--- src/rtl/cla_pkg.sv ---
// Shared types and constants for the CLA frame accumulator.
// Build option: define CLA_ACC_SAT_EN to saturate the accumulator on overflow.
package cla_pkg;

  localparam int unsigned DATA_W = 8;
  localparam int unsigned CNT_W  = 8;

  localparam logic [DATA_W-1:0] SAT_MAX = 8'h7F;
  localparam logic [DATA_W-1:0] SAT_MIN = 8'h80;

  typedef enum logic [1:0] {
    IDLE  = 2'd0,
    ACCUM = 2'd1,
    HOLD  = 2'd2
  } acc_state_t;

  // Increment by one as a bit-level carry chain; keeps the count free of any adder operator.
  function automatic logic [CNT_W-1:0] cnt_incr(input logic [CNT_W-1:0] v);
    return v ^ {&v[6:0], &v[5:0], &v[4:0], &v[3:0], &v[2:0], &v[1:0], v[0], 1'b1};
  endfunction

endpackage

--- src/rtl/cla_8bit_ovf_uvf.sv ---
// 8-bit two-group carry-lookahead adder with signed overflow/underflow flags.
module cla_8bit_ovf_uvf
  import cla_pkg::*;
(
  input  logic [DATA_W-1:0] a,
  input  logic [DATA_W-1:0] b,
  output logic [DATA_W-1:0] sum_c,
  output logic              ovf_c,
  output logic              uvf_c
);

  // Lookahead carries out of each bit of a 4-bit group (index 3 is the group carry-out).
  function automatic logic [3:0] cla4(input logic [3:0] g, input logic [3:0] p, input logic ci);
    logic [3:0] c;
    c[0] = g[0] | (p[0] & ci);
    c[1] = g[1] | (p[1] & g[0]) | (p[1] & p[0] & ci);
    c[2] = g[2] | (p[2] & g[1]) | (p[2] & p[1] & g[0]) | (p[2] & p[1] & p[0] & ci);
    c[3] = g[3] | (p[3] & g[2]) | (p[3] & p[2] & g[1]) | (p[3] & p[2] & p[1] & g[0])
         | (&p & ci);
    return c;
  endfunction

  logic [DATA_W-1:0] gen;
  logic [DATA_W-1:0] prop;
  logic [3:0]        c_lo;
  logic [3:0]        c_hi;
  logic [DATA_W-1:0] c_in;

  // Generate/propagate, group carries and sum bits.
  always_comb begin
    gen   = a & b;
    prop  = a ^ b;
    c_lo  = cla4(gen[3:0], prop[3:0], 1'b0);
    c_hi  = cla4(gen[7:4], prop[7:4], c_lo[3]);
    c_in  = {c_hi[2:0], c_lo[3:0], 1'b0};
    sum_c = prop ^ c_in;
    // Sign-bit carry-in vs carry-out disagree only when both operands share a sign.
    ovf_c = c_in[7] & ~c_hi[3];
    uvf_c = ~c_in[7] & c_hi[3];
  end

endmodule

--- src/rtl/cla_acc_8bit.sv ---
// Frame accumulator: sums BLOCK_LEN signed bytes per frame, then holds the result
// with sticky overflow/underflow flags until downstream accepts it.
// Build option: CLA_ACC_SAT_EN clamps the accumulator to 0x7F/0x80 on overflow.
module cla_acc_8bit
  import cla_pkg::*;
#(
  parameter int unsigned BLOCK_LEN = 4
) (
  input  logic              clk,
  input  logic              rst_n,
  input  logic              clear,
  input  logic              in_valid,
  output logic              in_ready,
  input  logic [DATA_W-1:0] in_data,
  output logic              out_valid,
  input  logic              out_ready,
  output logic [DATA_W-1:0] out_data,
  output logic              out_ovf,
  output logic              out_uvf,
  output logic              busy
);

  localparam logic [CNT_W-1:0] LAST_CNT = CNT_W'(BLOCK_LEN);

  acc_state_t        state_q, state_d;
  logic [DATA_W-1:0] acc_q, acc_d;
  logic [CNT_W-1:0]  cnt_q, cnt_d;
  logic              ovf_q, ovf_d;
  logic              uvf_q, uvf_d;

  logic [DATA_W-1:0] add_sum;
  logic              add_ovf;
  logic              add_uvf;
  logic [DATA_W-1:0] step_acc;
  logic [CNT_W-1:0]  cnt_inc;
  logic              in_hs;

  // acc is always zero in IDLE, so the same adder path starts a frame with 0 + in_data.
  cla_8bit_ovf_uvf u_add (
    .a     (acc_q),
    .b     (in_data),
    .sum_c (add_sum),
    .ovf_c (add_ovf),
    .uvf_c (add_uvf)
  );

  // Status outputs decoded straight from the state and data flops.
  assign in_ready  = (state_q != HOLD);
  assign out_valid = (state_q == HOLD);
  assign busy      = (state_q != IDLE);
  assign out_data  = acc_q;
  assign out_ovf   = ovf_q;
  assign out_uvf   = uvf_q;
  assign in_hs     = in_valid & in_ready;
  assign cnt_inc   = cnt_incr(cnt_q);

  // Value loaded into acc on an accepted operand.
  always_comb begin
    step_acc = add_sum;
`ifdef CLA_ACC_SAT_EN
    if (add_ovf) begin
      step_acc = SAT_MAX;
    end else if (add_uvf) begin
      step_acc = SAT_MIN;
    end
`endif
  end

  // Next-state and datapath update.
  always_comb begin
    state_d = state_q;
    acc_d   = acc_q;
    cnt_d   = cnt_q;
    ovf_d   = ovf_q;
    uvf_d   = uvf_q;
    if (clear) begin
      state_d = IDLE;
      acc_d   = '0;
      cnt_d   = '0;
      ovf_d   = 1'b0;
      uvf_d   = 1'b0;
    end else begin
      unique case (state_q)
        // cnt is zero in IDLE and BLOCK_LEN >= 2, so the first operand always lands in ACCUM.
        IDLE, ACCUM: begin
          if (in_hs) begin
            acc_d   = step_acc;
            cnt_d   = cnt_inc;
            ovf_d   = ovf_q | add_ovf;
            uvf_d   = uvf_q | add_uvf;
            state_d = (cnt_inc == LAST_CNT) ? HOLD : ACCUM;
          end
        end
        HOLD: begin
          if (out_ready) begin
            state_d = IDLE;
            acc_d   = '0;
            cnt_d   = '0;
            ovf_d   = 1'b0;
            uvf_d   = 1'b0;
          end
        end
        default: begin
          state_d = IDLE;
          acc_d   = '0;
          cnt_d   = '0;
          ovf_d   = 1'b0;
          uvf_d   = 1'b0;
        end
      endcase
    end
  end

  // State and datapath registers.
  always_ff @(posedge clk or negedge rst_n) begin
    if (!rst_n) begin
      state_q <= IDLE;
      acc_q   <= '0;
      cnt_q   <= '0;
      ovf_q   <= 1'b0;
      uvf_q   <= 1'b0;
    end else begin
      state_q <= state_d;
      acc_q   <= acc_d;
      cnt_q   <= cnt_d;
      ovf_q   <= ovf_d;
      uvf_q   <= uvf_d;
    end
  end

endmodule

--- config.mk ---
export PLATFORM = sky130hd
export DESIGN_NAME = cla_acc_8bit
export DESIGN_NICKNAME = d
export VERILOG_FILES = /design/src/rtl/cla_pkg.sv /design/src/rtl/cla_8bit_ovf_uvf.sv /design/src/rtl/cla_acc_8bit.sv
export SDC_FILE = /design/constraint.sdc
export NUM_CORES = 1
export LEC_CHECK = 0
export BUFFER_PORTS_ARGS = -buffer_cell sky130_fd_sc_hd__buf_2
export CORE_AREA = 2 2 53 60
export CTS_BUF_LIST = sky130_fd_sc_hd__clkbuf_4 sky130_fd_sc_hd__clkbuf_8
export CTS_CLUSTER_DIAMETER = 40
export CTS_CLUSTER_SIZE = 25
export DETAILED_ROUTE_END_ITERATION = 10
export DIE_AREA = 0 0 55 62
export PLACE_DENSITY = 0.66
export SLEW_MARGIN = 20
export SYNTH_ARGS = -nofsm -noshare
export SYNTH_HDL_FRONTEND = slang
export SYNTH_SLANG_ARGS = --single-unit
--- constraint.sdc ---
create_clock -name clk -period 3.3 [get_ports clk]
set_clock_uncertainty 0.1 [all_clocks]
set_input_delay 0.495 -clock clk [delete_from_list [all_inputs] [get_ports clk]]
set_output_delay 0.495 -clock clk [all_outputs]
set_load 0.05 [all_outputs]
==> impl_metrics.json <==
{
  "p_seq_frac": 0.485,
  "max-vdd-ir-drop_mv": 0.215,
  "antenna_left": 0,
  "overflow": 0,
  "rows": 21,
  "num_vias": 981,
  "viasPerCell": 5.48,
  "whs_ns": 0.0242,
  "grt_pass1_wl_mm": 3.98,
  "boundaryPins": 26,
  "setup_viol": 0,
  "nFillCells": 289,
  "totalWireLength_mm": 2.38,
  "cts_tree": "yes",
  "avgSynthCellArea_um2": 10.2,
  "clk_pin_slew_worst_paths_ns": 0.11,
  "cp_top_family": "simple AND/OR/NAND/NOR gates",
  "post_cts_resized": 0,
  "fp.dieW_um": 55,
  "path_buf_inv": 0,
  "crit_path_cell_trace": "ha_1 > and3_4 > ha_1 > or4_4 > a21oi_2 > a21oi_1",
  "critPathRequiredTime_ns": 3.38,
  "p_leak_nw": 0.747,
  "cp_max_fo": 4,
  "relSlewSlack": 0.695,
  "p_per_area_nw_per_um2": 415,
  "antennaDiodeCount": 0,
  "fin_crit_sh": 0.629,
  "max_stage_delay_ns": 0.54,
  "max_freq_mhz": 482,
  "final_cells": 179,
  "grt_max_degree": 21,
  "hold_class": "primary input to async pin",
  "drtIter0Drc": 25,
  "layout-drive-gt1-share": 0.241,
  "cts-root-buf": "clkbuf_4",
  "post_cts_buffers": 0,
  "min_period_ns": 2.07,
  "port_buffers": 25,
  "worstSkewPairLatency_ns": 0.29,
  "die-area_um2": 3410,
  "critPathLaunchType": "flop",
  "dp_cells": 176,
  "dr.pass1.iters": 4,
  "die_h_um": 62,
  "htree_levels": 1,
  "fin_nets": 174,
  "drv_cap": 0,
  "hold_viol_final": 0,
  "holdBufCountCts": 0,
  "synth_cells": 119,
  "tightest_slew_ns": 0.457,
  "cp_data_arrival_time_ns": 2.15,
  "cts_made_buffers": 3,
  "r2r_cells": 6,
  "wl_per_cell_um": 13.3,
  "synth_top_area_frac": 0.412,
  "synth_cell_type_count": 33,
  "synth_top_area_cell": "dfrtp_1",
  "setup_tns_ns": 0,
  "synth-edff-count": 0,
  "cp_slowest_cell": "or4_4",
  "yosys_warnings": 0,
  "critPathMostFrequentCell": "ha_1",
  "async_reset_ff_frac": 1.00,
  "clkPwrFrac": 0.194,
  "gp_congestion": 0.748,
  "cts_sinks": 20,
  "intPower_mw": 0.367,
  "maxSlewViolCount": 0,
  "ys_ff_latch": 20,
  "core_area_um2": 2890,
  "switching_share": 0.361,
  "rsz0062_at_grt": "no",
  "status": "finished clean",
  "drcViolationCount": 0,
  "p_sw_mw": 0.208,
  "antenna_found_initial": 0,
  "path_depth": 6,
  "start_util": 0.420,
  "syn2layout_area_growth_pct": 14.0,
  "grt_use_total": 0.161,
  "cp-end-kind": "flop",
  "netlist_area_um2": 1210,
  "comb_power_share": 0.320,
  "clk_path_buf_depth": 2,
  "grt_pass1_vias": 924,
  "synth-seq-area-share": 0.412,
  "ys.flop_type": "dfrtp_1",
  "syn_nets": 146,
  "hpwl_mm": 1.82,
  "crit_type": "flop to flop",
  "synth_area_leaders": "dfrtp_1 41%, ha_1 12%, o21ai_0 5.4%, a22o_1 5.0%, nand2_1 3.7%"
}
==> synthesized netlist by cell type (3+ instances only) <==
| library cell | number |
|---|---|
| dfrtp_1 | 20 |
| nand2_1 | 12 |
| o21ai_0 | 13 |
| nand3_1 | 4 |
| inv_1 | 3 |
| a22o_1 | 7 |
| nor2_1 | 6 |
| a21oi_1 | 5 |
| xor2_1 | 4 |
| ha_1 | 12 |
| nor3_1 | 4 |
==> kinds of logic after synthesis <==
family / count (synthesis) / synth area share
adder cells (fa/ha/maj): 14 / 0.157
AO/OA/AOI/OAI: 34 / 0.182
flip-flops: 20 / 0.412
buffers and inverters: 6 / 0.0319
XOR/XNOR: 6 / 0.0433
AND/OR/NAND/NOR: 39 / 0.174
==> sequential cells by signal, summed over array words and instances (netlist names) <==
signal,flops
state_q,2
out_data,8
cnt_q,8
out_uvf,1
out_ovf,1
==> power groups by stage <==
stage	sequential (mW)	combinational, mW	clock [mW]
after floorplan	0.331	0.0878	0
after global routing	0.282	0.203	0.130
after CTS	0.279	0.186	0.116
final	0.279	0.184	0.112
after detailed placement	0.283	0.186	0
after global placement	0.283	0.182	0
==> placed cells by master, fill, tap and decap left out, drive strengths merged <==
cell type	instances
a21o	2
a21oi	6
a22o	7
a41o	1
and2	1
and3	2
and3b	1
buf	26
clkbuf	3
dfrtp	20
fa	2
ha	12
inv	3
nand2	12
nand2b	1
nand3	4
nor2	6
nor2b	1
nor3	5
nor3b	1
nor4	2
o21a	2
o21ai	14
o21bai	1
o32ai	1
or2	1
or3	1
or4	1
xnor2	2
xor2	4
==> worst paths after layout <==
path | from | endpoint | slack, ns
min reg2reg | out_uvf | out_uvf | 0.41
max reg2reg | cnt_q[0] | state_q[0] | 1.23
min | rst_n | cnt_q[5] | 0.02
max | cnt_q[0] | state_q[0] | 1.23
min in group clk | in_valid | state_q[0] | 0.32
max in group asynchronous | rst_n | out_data[3] | 2.77
==> area by class of cell <==
type                       count  area (um2)  area share
timing repair buffer          26         133      0.0958
sequential                    20         500       0.361
clock buffer                   3        22.5      0.0163
tap                           34        42.5      0.0307
inverter                       3        11.3     0.00813
multi-input combinational     93         676       0.488
==> worst register-to-register path: stages (launching register included) <==
cell and delay (ns):
dfrtp_1 0.43, ha_1 0.23, and3_4 0.16, ha_1 0.29
or4_4 0.54, a21oi_2 0.14, a21oi_1 0.08
==> layer usage <==
metal / global-route usage / vias to the layer above / part of all wire
met5: 0 / - / 0
met4: 0.0523 / 0 / 0.0080
met3: 0.0287 / 2 / 0.063
met2: 0.248 / 27 / 0.45
met1: 0.231 / 469 / 0.48
li1: - / 483 / -
==> metrics by stage <==
| step | power [mW] | cell area, um2 | util | setup WS [ns] |
|---|---|---|---|---|
| 6_report | 0.575 | 1390 | 0.479 | 1.23 |
| 5_1_grt | 0.615 | 1390 | 0.479 | 1.09 |
| 4_1_cts | 0.581 | 1390 | 0.479 | 1.22 |
| 3_5_place_dp | 0.469 | 1360 | 0.471 | 1.05 |
| 3_3_place_gp | 0.465 | 1360 | 0.471 | 1.10 |
| 2_1_floorplan | 0.419 | 1210 | - | 1.05 |
Power figures use the tool's default switching activity.
